===== src/rtl/counter_m10_monitor.sv =====
`default_nettype none
//==============================================================================
// Module      : counter_m10_monitor
// Description : Watches a mod-10 up/down counter (ones digit q, carry/borrow c,
//               direction d) and rebuilds a two-digit decimal value from it.
//               Each sample (en_i=1) is checked against the step implied by the
//               previous sample. A mismatch pulses err_o, bumps a saturating
//               error counter and drops lock until the next valid digit.
//
//               Optional feature (macro COUNTER_M10_MONITOR_SEG7_EN): registered
//               7-segment decodes of ones/tens, order {g,f,e,d,c,b,a}.
//
// Ports       : clk         - clock, rising edge
//               rst         - synchronous active-high reset
//               en_i        - sample strobe
//               d_i         - observed direction (0 up, 1 down)
//               q_i[3:0]    - observed ones digit
//               c_i         - observed carry/borrow
//               ones_o[3:0] - tracked ones digit
//               tens_o[3:0] - tracked tens digit (0..9)
//               locked_o    - high while tracking
//               err_o       - one-cycle pulse per violation
//               err_cnt_o   - saturating violation count
//               seg_ones_o, seg_tens_o [6:0] - only with the SEG7 macro
// Revision    : 1.0 - initial release
//==============================================================================
module counter_m10_monitor #(
    parameter int ERR_W = 8
) (
    input  logic             clk,
    input  logic             rst,
    input  logic             en_i,
    input  logic             d_i,
    input  logic [3:0]       q_i,
    input  logic             c_i,
    output logic [3:0]       ones_o,
    output logic [3:0]       tens_o,
    output logic             locked_o,
    output logic             err_o,
    output logic [ERR_W-1:0] err_cnt_o
`ifdef COUNTER_M10_MONITOR_SEG7_EN
    ,
    output logic [6:0]       seg_ones_o,
    output logic [6:0]       seg_tens_o
`endif
);

    typedef enum logic [1:0] {
        ST_IDLE   = 2'd0,
        ST_TRACK  = 2'd1,
        ST_RESYNC = 2'd2
    } state_t;

    localparam logic [ERR_W-1:0] C_ERR_MAX = '1;

    state_t           state_q, state_d;
    logic [3:0]       ones_q, ones_d;
    logic [3:0]       tens_q, tens_d;
    logic             dir_q, dir_d;       // direction in force for the next step
    logic             locked_q, locked_d;
    logic             err_q, err_d;
    logic [ERR_W-1:0] err_cnt_q, err_cnt_d;

    logic             w_q_valid;
    logic [3:0]       w_exp_q;
    logic             w_c_exp;

    assign w_q_valid = (q_i <= 4'd9);
    // Next digit predicted from the previous sample and its direction.
    assign w_exp_q   = dir_q ? ((ones_q == 4'd0) ? 4'd9 : ones_q - 4'd1)
                             : ((ones_q == 4'd9) ? 4'd0 : ones_q + 4'd1);
    // Carry/borrow belongs to the sample itself, so it uses the current d.
    assign w_c_exp   = ((q_i == 4'd9) && !d_i) || ((q_i == 4'd0) && d_i);

    always_comb begin
        state_d = state_q;
        ones_d  = ones_q;
        tens_d  = tens_q;
        dir_d   = dir_q;
        err_d   = 1'b0;
        if (en_i) begin
            case (state_q)
                ST_IDLE, ST_RESYNC: begin
                    // Re-acquire: take the digit as-is, no step check.
                    if (w_q_valid) begin
                        ones_d  = q_i;
                        dir_d   = d_i;
                        state_d = ST_TRACK;
                    end else begin
                        err_d = 1'b1;
                    end
                end
                ST_TRACK: begin
                    if (!w_q_valid || (q_i != w_exp_q) || (c_i != w_c_exp)) begin
                        err_d   = 1'b1;
                        state_d = ST_RESYNC;
                    end else begin
                        ones_d = q_i;
                        dir_d  = d_i;
                        // A checked step out of 9 (up) or 0 (down) is a digit wrap.
                        if (!dir_q && (ones_q == 4'd9)) begin
                            tens_d = (tens_q == 4'd9) ? 4'd0 : tens_q + 4'd1;
                        end else if (dir_q && (ones_q == 4'd0)) begin
                            tens_d = (tens_q == 4'd0) ? 4'd9 : tens_q - 4'd1;
                        end
                    end
                end
                default: state_d = ST_IDLE;
            endcase
        end
        locked_d  = (state_d == ST_TRACK);
        err_cnt_d = (err_d && (err_cnt_q != C_ERR_MAX)) ? err_cnt_q + ERR_W'(1)
                                                        : err_cnt_q;
    end

    always_ff @(posedge clk) begin
        if (rst) begin
            state_q   <= ST_IDLE;
            ones_q    <= 4'd0;
            tens_q    <= 4'd0;
            dir_q     <= 1'b0;
            locked_q  <= 1'b0;
            err_q     <= 1'b0;
            err_cnt_q <= '0;
        end else begin
            state_q   <= state_d;
            ones_q    <= ones_d;
            tens_q    <= tens_d;
            dir_q     <= dir_d;
            locked_q  <= locked_d;
            err_q     <= err_d;
            err_cnt_q <= err_cnt_d;
        end
    end

    assign ones_o    = ones_q;
    assign tens_o    = tens_q;
    assign locked_o  = locked_q;
    assign err_o     = err_q;
    assign err_cnt_o = err_cnt_q;

`ifdef COUNTER_M10_MONITOR_SEG7_EN
    function automatic logic [6:0] f_seg7(input logic [3:0] v);
        case (v)
            4'd0:    f_seg7 = 7'b0111111;
            4'd1:    f_seg7 = 7'b0000110;
            4'd2:    f_seg7 = 7'b1011011;
            4'd3:    f_seg7 = 7'b1001111;
            4'd4:    f_seg7 = 7'b1100110;
            4'd5:    f_seg7 = 7'b1101101;
            4'd6:    f_seg7 = 7'b1111101;
            4'd7:    f_seg7 = 7'b0000111;
            4'd8:    f_seg7 = 7'b1111111;
            4'd9:    f_seg7 = 7'b1101111;
            default: f_seg7 = 7'b0000000;
        endcase
    endfunction

    logic [6:0] seg_ones_q, seg_tens_q;

    // Decoded from the next-state digits so segments change with ones/tens.
    always_ff @(posedge clk) begin
        if (rst) begin
            seg_ones_q <= 7'b0111111;
            seg_tens_q <= 7'b0111111;
        end else begin
            seg_ones_q <= f_seg7(ones_d);
            seg_tens_q <= f_seg7(tens_d);
        end
    end

    assign seg_ones_o = seg_ones_q;
    assign seg_tens_o = seg_tens_q;
`endif

endmodule
`default_nettype wire


===== config.mk =====
export PLATFORM = sky130hd
export DESIGN_NAME = counter_m10_monitor
export DESIGN_NICKNAME = d
export VERILOG_FILES = /design/src/rtl/counter_m10_monitor.sv
export SDC_FILE = /design/constraint.sdc
export NUM_CORES = 1
export LEC_CHECK = 0
export CAP_MARGIN = 10
export CORE_ASPECT_RATIO = 1.2
export CORE_MARGIN = 1
export CORE_UTILIZATION = 35
export CTS_BUF_LIST = sky130_fd_sc_hd__clkbuf_2 sky130_fd_sc_hd__clkbuf_4 sky130_fd_sc_hd__clkbuf_8
export DETAILED_ROUTE_END_ITERATION = 8
export DONT_BUFFER_PORTS = 1
export PLACE_DENSITY = 0.51
export SLEW_MARGIN = 10
export SYNTH_ARGS = -nofsm -noshare
export SYNTH_HDL_FRONTEND = slang
export SYNTH_SLANG_ARGS = --single-unit

===== constraint.sdc =====
create_clock -name clk -period 3 [get_ports clk]
set_input_delay 0 -clock clk [delete_from_list [all_inputs] [get_ports clk]]
set_output_delay 0 -clock clk [all_outputs]
set_load 0.005 [all_outputs]

# Word level (Yosys, flattened, before mapping)
# Index checks and enable logic that the tools add are counted.
dict set report totals {
  output_inout_bits 18
  in_bits 9
  register_bits 21
  word_cells 66
}
dict set report classes {
  bitwise 1
  n_reduce_logical 20
  mux 21
  n_eq_ne 11
  magnitude_cmp 1
  add_sub_neg 5
}
# cell count
set ops {}
lappend ops {{$mux W4} 9}
lappend ops {{$eq A4 B4 Y1 const B} 3}
lappend ops {{$logic_not A4 Y1} 3}
lappend ops {{$add A4 B1 Y4 const B} 2}
lappend ops {{$add A8 B1 Y8 const B} 1}
lappend ops {{$ne A8 B8 Y1 const B} 1}
lappend ops {{$pmux W4 S2} 1}
lappend ops {{$reduce_and A4 Y1} 2}
lappend ops {{$sub A4 B1 Y4 const B} 2}
lappend ops {{$mux W2} 3}
lappend ops {{$logic_and A1 B1 Y1} 5}
lappend ops {{$mux W1} 5}
lappend ops {{$eq A2 B1 Y1 const B} 2}
lappend ops {{$le A4 B4 Y1 const B} 1}
lappend ops {{$ne A2 B2 Y1 const B} 2}
lappend ops {{$ne A4 B4 Y1} 1}
lappend ops {{$pmux W1 S2} 2}
lappend ops {{$pmux W2 S2} 1}
lappend ops {{$reduce_bool A2 Y1} 2}
lappend ops {{$logic_not A1 Y1} 3}
lappend ops {{$logic_or A1 B1 Y1} 3}
lappend ops {{$eq A2 B2 Y1 const B} 1}
lappend ops {{$logic_not A2 Y1} 1}
lappend ops {{$reduce_or A2 Y1} 1}
lappend ops {{2 further kinds} 2}

# Longest topological paths before layout
# Gate-level depths: netlist of the first run.
dict set report logic_depth {
  depth_word 10
  mapped_depth 9
  depth_no_buf 7
}

# Worst setup path before layout of the first run
# OpenSTA, ideal clock, no wires.
dict set report synth_timing {
  path_type {flip-flop to flip-flop}
  startpoint {register ones_q[3] (netlist: ones_o[3])}
  endpoint {register err_cnt_q[3] (netlist: err_cnt_o[3])}
  n_path_buf 1
  stages_incl_launch_ff 9
  required_ns 2.879
  arrival_time_ns 2.107
  period_less_slack_ns 2.228
  slack_ns 0.772
  setup_time_ns 0.121
  cell_sequence {dfxtp_1 buf_6 or3_4 a32oi_2 nor2_2 o31ai_4 a31oi_4 nand4_1 mux2_2}
}
dict set report synth_via {
  elab_chain_cells 10
  elab_cells_between_ends 14
  classes_between {add/sub (2); eq/ne (2); mux (6); reduce/logical (4)}
}
# element line_no
set synth_rtl {}
lappend synth_rtl {{start: declaration} 57} ;# logic [3:0] ones_q, ones_d;
lappend synth_rtl {{start signal: assignment} 127} ;# ones_q <= ones_d;
lappend synth_rtl {{$add A4 B1 Y4 (tied with other cells)} 71} ;# : ((ones_q == 4'd9) ? 4'd0 : ones_q + 4'd1);
lappend synth_rtl {{$mux W4 (on tied branches)} {71, 70}}
lappend synth_rtl {{$mux W4 *} 70} ;# assign w_exp_q = dir_q ? ((ones_q == 4'd0) ? 4'd9 : ones_q - 4'd1)
lappend synth_rtl {{$ne A4 B4 Y1 *} 94} ;# if (!w_q_valid || (q_i != w_exp_q) || (c_i != w_c_exp)) begin
lappend synth_rtl {{$logic_or A1 B1 Y1 * (2 in series)} 94}
lappend synth_rtl {{$mux W1 *} 94}
lappend synth_rtl {{$pmux W1 S2 *} 82} ;# case (state_q)
lappend synth_rtl {{$mux W1 *} 81} ;# if (en_i) begin
lappend synth_rtl {{$logic_and A1 B1 Y1 *} 112} ;# err_cnt_d = (err_d && (err_cnt_q != C_ERR_MAX)) ? err_cnt_q + ERR_W'(1)
lappend synth_rtl {{end signal: assignment} 132} ;# err_cnt_q <= err_cnt_d;
lappend synth_rtl {{end: declaration} 62} ;# logic [ERR_W-1:0] err_cnt_q, err_cnt_d;
# Every way passes the cells marked *; elsewhere a longest branch is shown, timed or not.
# A chain may end at the register's enable or synchronous reset.

# Worst setup path after layout of the first run
dict set report layout_timing {
  startpoint {register ones_q[3] (netlist: ones_o[3])}
  endpoint {register state_q[0]}
}
dict set report layout_via {
  elab_chain_cells 9
  elab_cells_between_ends 13
  classes_between {add/sub (2); eq/ne (2); mux (6); reduce/logical (3)}
}
# element line_no
set layout_rtl {}
lappend layout_rtl {{$add A4 B1 Y4 (tied with other cells)} 71}
lappend layout_rtl {{$mux W4 (on tied branches)} {71, 70}}
lappend layout_rtl {{$mux W4 *} 70}
lappend layout_rtl {{$ne A4 B4 Y1 *} 94}
lappend layout_rtl {{$logic_or A1 B1 Y1 * (2 in series)} 94}
lappend layout_rtl {{$mux W2 *} 94}
lappend layout_rtl {{$pmux W2 S2 *} 82}
lappend layout_rtl {{$mux W2 *} 81}
lappend layout_rtl {{end signal: assignment} 126} ;# state_q <= state_d;
lappend layout_rtl {{end: declaration} 56} ;# state_t state_q, state_d;
# Marked as above.

==> summary by stage, run 1 <==
Cells and area
Of the cells placed in the final design, the portion with a size suffix greater than 1 is 17.2%. Fill cells in the final layout number 417. The number of antenna diodes in the final layout is 0. The area growth from synthesis to layout is 10.1%. In the final design database the tool counted 180 nets.

Placement
The setup slack after placement is 0.422 ns. The post-DP HPWL is 2190 um. The number of buffers added on ports is 0.

At the end of routability-driven placement, the weighted congestion stood at 0.750.

Synthesis
The number of flops mapped to enable cells by yosys is 0. In the synthesized netlist, the cells that appear most often are sky130_fd_sc_hd__dfxtp_1 (21), sky130_fd_sc_hd__nor2_1 (20), sky130_fd_sc_hd__a21oi_1 (12). During synthesis, Yosys emitted a total of 0 warnings. For this run, asynchronously set or reset flops after synthesis account for 0%. After synthesis the netlist holds a flip-flop and latch count of 21. The number of different library cells in the post-synthesis netlist is 54. Yosys attributes the largest share of cell area to sky130_fd_sc_hd__dfxtp_1 (29%), sky130_fd_sc_hd__mux2i_1 (5.4%), sky130_fd_sc_hd__nor2_1 (5.1%). The count of mapped cells out of synthesis is 168. In the synthesized netlist, mux cells make up 9.26% of the area.

Of the total synthesized cell area, the portion taken by AND, OR, NAND and NOR gates is 28.5%. By area, the combinational part of the netlist is dominated by simple AND/OR/NAND/NOR gates. The main flop type after synthesis is sky130_fd_sc_hd__dfxtp_1.

The netlist area before placement is 1470 sq um. The leading area contributor after synthesis is sky130_fd_sc_hd__dfxtp_1. After synthesis, the mean cell area works out to 8.77 sq um. The cell with the most instances after synthesis is sky130_fd_sc_hd__dfxtp_1.

After Yosys synthesis, XOR and XNOR cells account for 5.86% of the synthesized area. The post-synthesis net count is 178. The complex-gate fraction of the synthesized area is 21.0%. Of the total synthesized cell area, the portion taken by full adders, half adders and majority gates is 0.850%. The proportion of synthesized chip area in sequential cells is 28.5%. The top-area cell type share of the netlist area is 28.5%.

CTS
The clock passes through at most 2 buffers. The clock network latency to the later pin of the worst-skew pair is 0.26 ns. The clock tree from TritonCTS is built. The CTS buffer count is 3. In this run the number of H-tree levels came out at 1.

The tree is rooted in a sky130_fd_sc_hd__clkbuf_8. After clock tree synthesis, the clock-pin slew on the worst setup and hold paths is 0.08 ns. Counting every sink on the clock net gives 21.

Detailed routing
In the routed design, unresolved DRC markers number 0. Summed over all layers, the routed wires come to 3100 um. The count of antenna-violating nets left after detailed routing is 0. The final route contains 1239 vias. The first-pass iteration count of the detailed router is 4. Dividing the detail-routed via count by the number of cells gives 5.56. The first-iteration detailed-routing DRC count is 68. The routed length per placed instance is 13.9 um.

Power and ir drop
In this run the static leakage power is 0.594 nW. Across the VDD grid, the largest voltage drop is 0.210 mV. The power density normalized to cell area is 374 nW/um^2.

STA
The largest clock skew in the final design is 0.00222 ns. For this run, the top clock speed supported by timing is 371 MHz. Counting I/O delays and the setup requirement, the final critical path takes 2.69 ns. Final hold analysis gives a worst-case slack of 0.0956 ns. Setup repair after global routing left no endpoint under its margin. The total count of hold-check failures in the final report was 0.

In the finished design, the share of the clock period the worst path needs comes to 89.7%. For the pin with the worst max-slew slack, the measured transition is 0.922 ns. The setup total negative slack is 0 ns. The worst relative slew slack is 38.3%. The number of pins exceeding their max-slew limit in the final report is 0.

The setup-violating endpoint count in the final report is 0. Setup slack on the critical path of the routed design comes to 0.308 ns.

Floorplan
The number of placement rows is 25. The floorplan die height is 73.1 um. The initial cell density of the core is 37.1%. The chip width is 61.2 um. The area of the die is 4470 sq um. The region available for standard cell placement spans 3970 sq um.

During I/O placement, the number of pins put on the boundary was 27.

Worst setup path
By startpoint and endpoint, the worst setup path is classified as flop to flop. The nature of the critical path endpoint is a flop. The worst path arrival time is 2.90 ns. At the worst endpoint, the required time is 3.21 ns. The biggest fanout along the worst timing path is 10. STA classifies the critical path startpoint as a flop.

Job
The number of max-cap violations is 0.

Global routing
Global routing used 15.5% of the available tracks across all layers. Entering global routing, the biggest net connects 27 pins. The initial antenna violation count is 0.

The wire length of the first global-routing pass is 5230 um. The number of global-route vias before repair was 1153. The total overflow left after global routing is 0.

Worst hold path
The path type of the worst min-delay path is primary input to flop.

Outcome
The run finished with clean final reports.
-- critical path, stage by stage, from the launching register on --
cell and delay (ns):
sky130_fd_sc_hd__dfxtp_1 0.55, sky130_fd_sc_hd__or3_4 0.20, sky130_fd_sc_hd__a32oi_2 0.11, sky130_fd_sc_hd__or4b_1 0.58
sky130_fd_sc_hd__o31ai_4 0.14, sky130_fd_sc_hd__a41oi_4 0.29, sky130_fd_sc_hd__a21oi_1 0.19, sky130_fd_sc_hd__dlygate4sd3_1 0.57
-- registers in the layout, summed over array words and instances, names as in the netlist --
register	cells
tens_o	4
ones_o	4
err_o	1
err_cnt_o	8
state_q	2
locked_o	1
dir_q	1
-- layout make-up --
cell class / instances / area [sq um] / share of cell area, %
clock buffers: 3 / 41.3 / 2.55
clock inverters: 1 / 5.00 / 0.309
inverters: 1 / 3.75 / 0.231
multi-input cells: 132 / 976 / 60.2
flip-flops and latches: 21 / 425 / 26.2
well taps: 54 / 67.6 / 4.17
repair buffers: 11 / 103 / 6.33
-- stage by stage --
step                      utilization (%)  instances  power, mW  area, sq um
after floorplan                         -        168      0.403         1470
after global placement               37.2        211      0.407         1480
after detailed placement             37.2        211      0.410         1480
after CTS                            40.4        223      0.615         1610
after global routing                 40.8        223      0.648         1620
final                                40.8        223      0.606         1620
-- final timing paths --
path / from / endpoint / slack, ns / cells after the start
setup / recovery: ones_o[3] / state_q[0] / 0.31 / 7
setup reg to reg: ones_o[3] / state_q[0] / 0.31 / 7
hold reg to reg: state_q[1] / state_q[1] / 0.52 / 2
hold / removal: rst / err_cnt_o[2] / 0.1 / 3
-- timing repair --
item | CTS | global route
hold endpoints to repair | 21 | 0
setup buffers | 0 | 0
resized for setup | 0 | 5
setup endpoints to repair | 0 | 1
hold buffers | 8 | 0
-- placed cells by master, fill, tap and decap left out, drive strengths merged, types with 4 or more instances in the layout --
master	instances
nand2b	7
a21oi	12
nor2b	6
xor2	6
dlygate4sd3	8
mux2	5
nand2	4
nand3	4
nand4	5
dfxtp	21
o21ai	6
mux2i	8
nor2	21
-- cell families (layout without fill, tap and decap cells) --
family                   count (synthesis)  in the layout
adder cells (fa/ha/maj)                  1              1
flip-flops                              21             21
AND/OR/NAND/NOR                         70             70
XOR/XNOR                                 9              9
buffers and inverters                   15             16
multiplexers                            13             13
AO/OA/AOI/OAI                           39             39
-- power breakdown --
group | total [mW] | internal [mW] | leakage (nW) | switching, mW
Clock | 0.186 | 0.0926 | 0.0255 | 0.0935
Combinational | 0.109 | 0.0525 | 0.396 | 0.0562
Sequential | 0.311 | 0.289 | 0.172 | 0.0222
Total | 0.606 | 0.434 | 0.594 | 0.172
-- metal layers --
layer / vias to the layer above / wire (um) / track usage (%)
li1: 616 / - / -
met5: - / 0 / 0
met2: 35 / 1480 / 24.5
met1: 583 / 1410 / 20.2
met4: 0 / 58 / 6.06
met3: 5 / 146 / 3.19
No activity file was read; power rests on OpenSTA's default activity.
==> run 2: changes to the inputs <==
- CORE_MARGIN: 1 -> 4
- CTS_BUF_LIST: sky130_fd_sc_hd__clkbuf_2 sky130_fd_sc_hd__clkbuf_4 sky130_fd_sc_hd__clkbuf_8 -> unset
- SETUP_SLACK_MARGIN: unset -> 0.2
==> summary by stage, run 2 (same netlist as run 1, synthesis figures left out) <==
STA
The setup total negative slack is 0 ns. Clock skew on the completed layout was measured at 0.00537 ns. For this run, the top clock speed supported by timing is 385 MHz. The number of pins exceeding their max-slew limit in the final report was 0.

The total count of hold-check failures in the final report came to 0. The worst relative slew slack is 40.4%. Setup repair after global routing left no endpoint under its margin. The ratio of final minimum period to clock period is 86.6%.

At the pin with the least slew margin, the transition time is 0.891 ns. The post-layout minimum cycle time is 2.60 ns. The setup-violating endpoint count in the final report is 0.

Cells and area
The library cell used most frequently in the layout, excluding fill and tap cells, is sky130_fd_sc_hd__nor2_1. 0 antenna diodes ended up in the layout. The layout overhead on the synthesized area is 8.58%. After filler insertion, the fill cell instance count of the layout stands at 421. The layout cell share with drive strength beyond 1 is 14.9%. The area of all placed cells without fillers is 1600 sq um. The flip-flop count of the largest register after layout is 8. Leaving out filler cells and counting taps, the final layout contains 222. The final layout contains 179 nets. The end-of-flow core utilization is 39.9%.

The library cells used most frequently in the layout, excluding fill and tap cells, are sky130_fd_sc_hd__nor2_1 (20), sky130_fd_sc_hd__dfxtp_1 (19), sky130_fd_sc_hd__a21oi_1 (12).

Detailed routing
The first-pass iteration count of the detailed router is 4. The routed length per placed instance is 14.5 um. The count of antenna-violating nets left after detailed routing is 0. The number of DRC violations after detailed routing is 0. The overall routed net length is 3230 um. The first-iteration detailed-routing DRC count is 79. The post-detailed-route via-to-cell ratio is 5.51. The number of vias in the routed layout is 1223.

Worst hold path
The worst hold path begins at rst. The end point of the worst hold path is err_cnt_o[3]. The number of stages on the worst hold path is 2. In this run the worst hold path is classified as primary input to flop.

Placement
The area of placed instances is 1470 sq um. The count of buffers added on input and output ports is 0. The cell count after placement is 210. Summed over all nets, the half-perimeter wirelength after detailed placement is 2240 um.

Routability-driven placement finished with a final weighted congestion of 0.738.

Worst setup path
The start of the worst register-to-register path is ones_o[0]. The endpoint identified for the worst register-to-register timing path is ones_o[2]. The biggest fanout along the worst timing path is 17.

The kind of start point of the critical path is a flop. STA puts the critical path data required time at 3.12 ns. The worst setup path is captured at a flop. Counting cells, the worst reg-to-reg path comes to 7. The startpoint-to-endpoint class of the critical path is flop to flop. The worst reg-to-reg setup slack is 0.40 ns.

STA puts the critical path data arrival time at 2.71 ns.

Power and ir drop
The internal portion of the total power is 434 uW. The clock share of power is 30.8%. The share of total power dissipated in combinational logic is 17.2%. Per report_power, the sequential group accounts for 52.0% of the total. The overall power of the completed layout is 601 uW. The peak supply drop is 0.168 mV. Summed over all nets, the switching power comes to 167 uW. Dividing total power by cell area gives a power density of 376 nW/um^2.

The net switching fraction of the power is 27.9%. The leakage component of the power is 0.582 nW.

Global routing
The initial antenna violation count is 0. Across every metal layer, demand over resource in global routing totals 13.1%. Entering global routing, the biggest net connects 25 pins. The wire length of the first global-routing pass is 5430 um. For this run the aggregate overflow at the end of global routing stands at 0. The number of global-route vias before repair is 1186.

Floorplan
The floorplan die height is 79.1 um. The chip width is 67.2 um. The number of placement rows is 25. The initial cell density of the core is 36.8%. The I/O pin count is 27. The floorplan step defined a die boundary enclosing 5310 sq um. The core region is 4000 sq um.

CTS
The clock transition time at the flip-flop clock pins of the worst setup and hold paths is 0.08 ns. The clock sink total is 21. The clock root buffer is sky130_fd_sc_hd__clkbuf_8. Clock latency on the worst-skew pair, taken at its later pin, is 0.26 ns.

In this run the number of H-tree levels came out at 1. The clock passes through at most 2 buffers. The number of buffers added for setup after CTS is 0.

In this run, CTS created clock tree buffers numbering 3. The clock tree from TritonCTS is built.

Job
The number of max-cap violations is 0.

Outcome
The flow ran to the end, and the final reports show no timing, DRC or antenna violations.
run 2: power by group through the flow:
stage                     Clock (mW)  Sequential, mW  Combinational (mW)
after CTS                      0.195           0.312               0.104
final                          0.185           0.312               0.103
after global routing           0.205           0.316               0.115
after global placement             0           0.318              0.0889
after floorplan                    0           0.302               0.101
after detailed placement           0           0.319              0.0904
run 2: how the worst max path moves through the flow:
stage,from,end
3_5_place_dp,ones_o[2],err_cnt_o[6]
3_3_place_gp,ones_o[2],ones_o[3]
5_1_grt,ones_o[0],dir_q
4_1_cts,ones_o[2],ones_o[2]
2_1_floorplan,ones_o[3],err_cnt_o[3]
6_report,ones_o[0],ones_o[2]
run 2: per-stage QoR:
step,hold slack [ns],setup slack [ns]
floorplan,0.144,0.772
global placement,0.0739,0.395
detailed placement,0.0757,0.380
CTS,0.00516,0.343
global route,0.00935,0.218
finish,0.00891,0.401
run 2: layout make-up:
type | instances | area [sq um] | share of cell area [%]
Inverter | 1 | 3.75 | 0.235
Timing Repair Buffer | 10 | 95.1 | 5.95
Clock buffer | 4 | 45.0 | 2.82
Multi-Input combinational cell | 132 | 965 | 60.3
Tap cell | 54 | 67.6 | 4.23
Sequential cell | 21 | 423 | 26.4
run 2: routing by layer:
layer  track usage (%)  share of wire (%)
met5                 0                  0
met4              7.30                2.0
met3              2.12                4.8
met2              21.5                 50
met1              15.9                 43
run 2: critical path, stage by stage (launching register included):
cell	delay, ns
sky130_fd_sc_hd__dfxtp_1	0.69
sky130_fd_sc_hd__or3_4	0.23
sky130_fd_sc_hd__a32oi_2	0.11
sky130_fd_sc_hd__or4b_1	0.59
sky130_fd_sc_hd__o31ai_4	0.13
sky130_fd_sc_hd__a41oi_2	0.38
sky130_fd_sc_hd__mux2i_1	0.27
sky130_fd_sc_hd__nor2_1	0.05
run 2: repair_timing:
item	CTS	global route
gates resized for setup	0	2
hold endpoints to repair	20	0
setup endpoints to repair	0	1
hold buffers	8	0
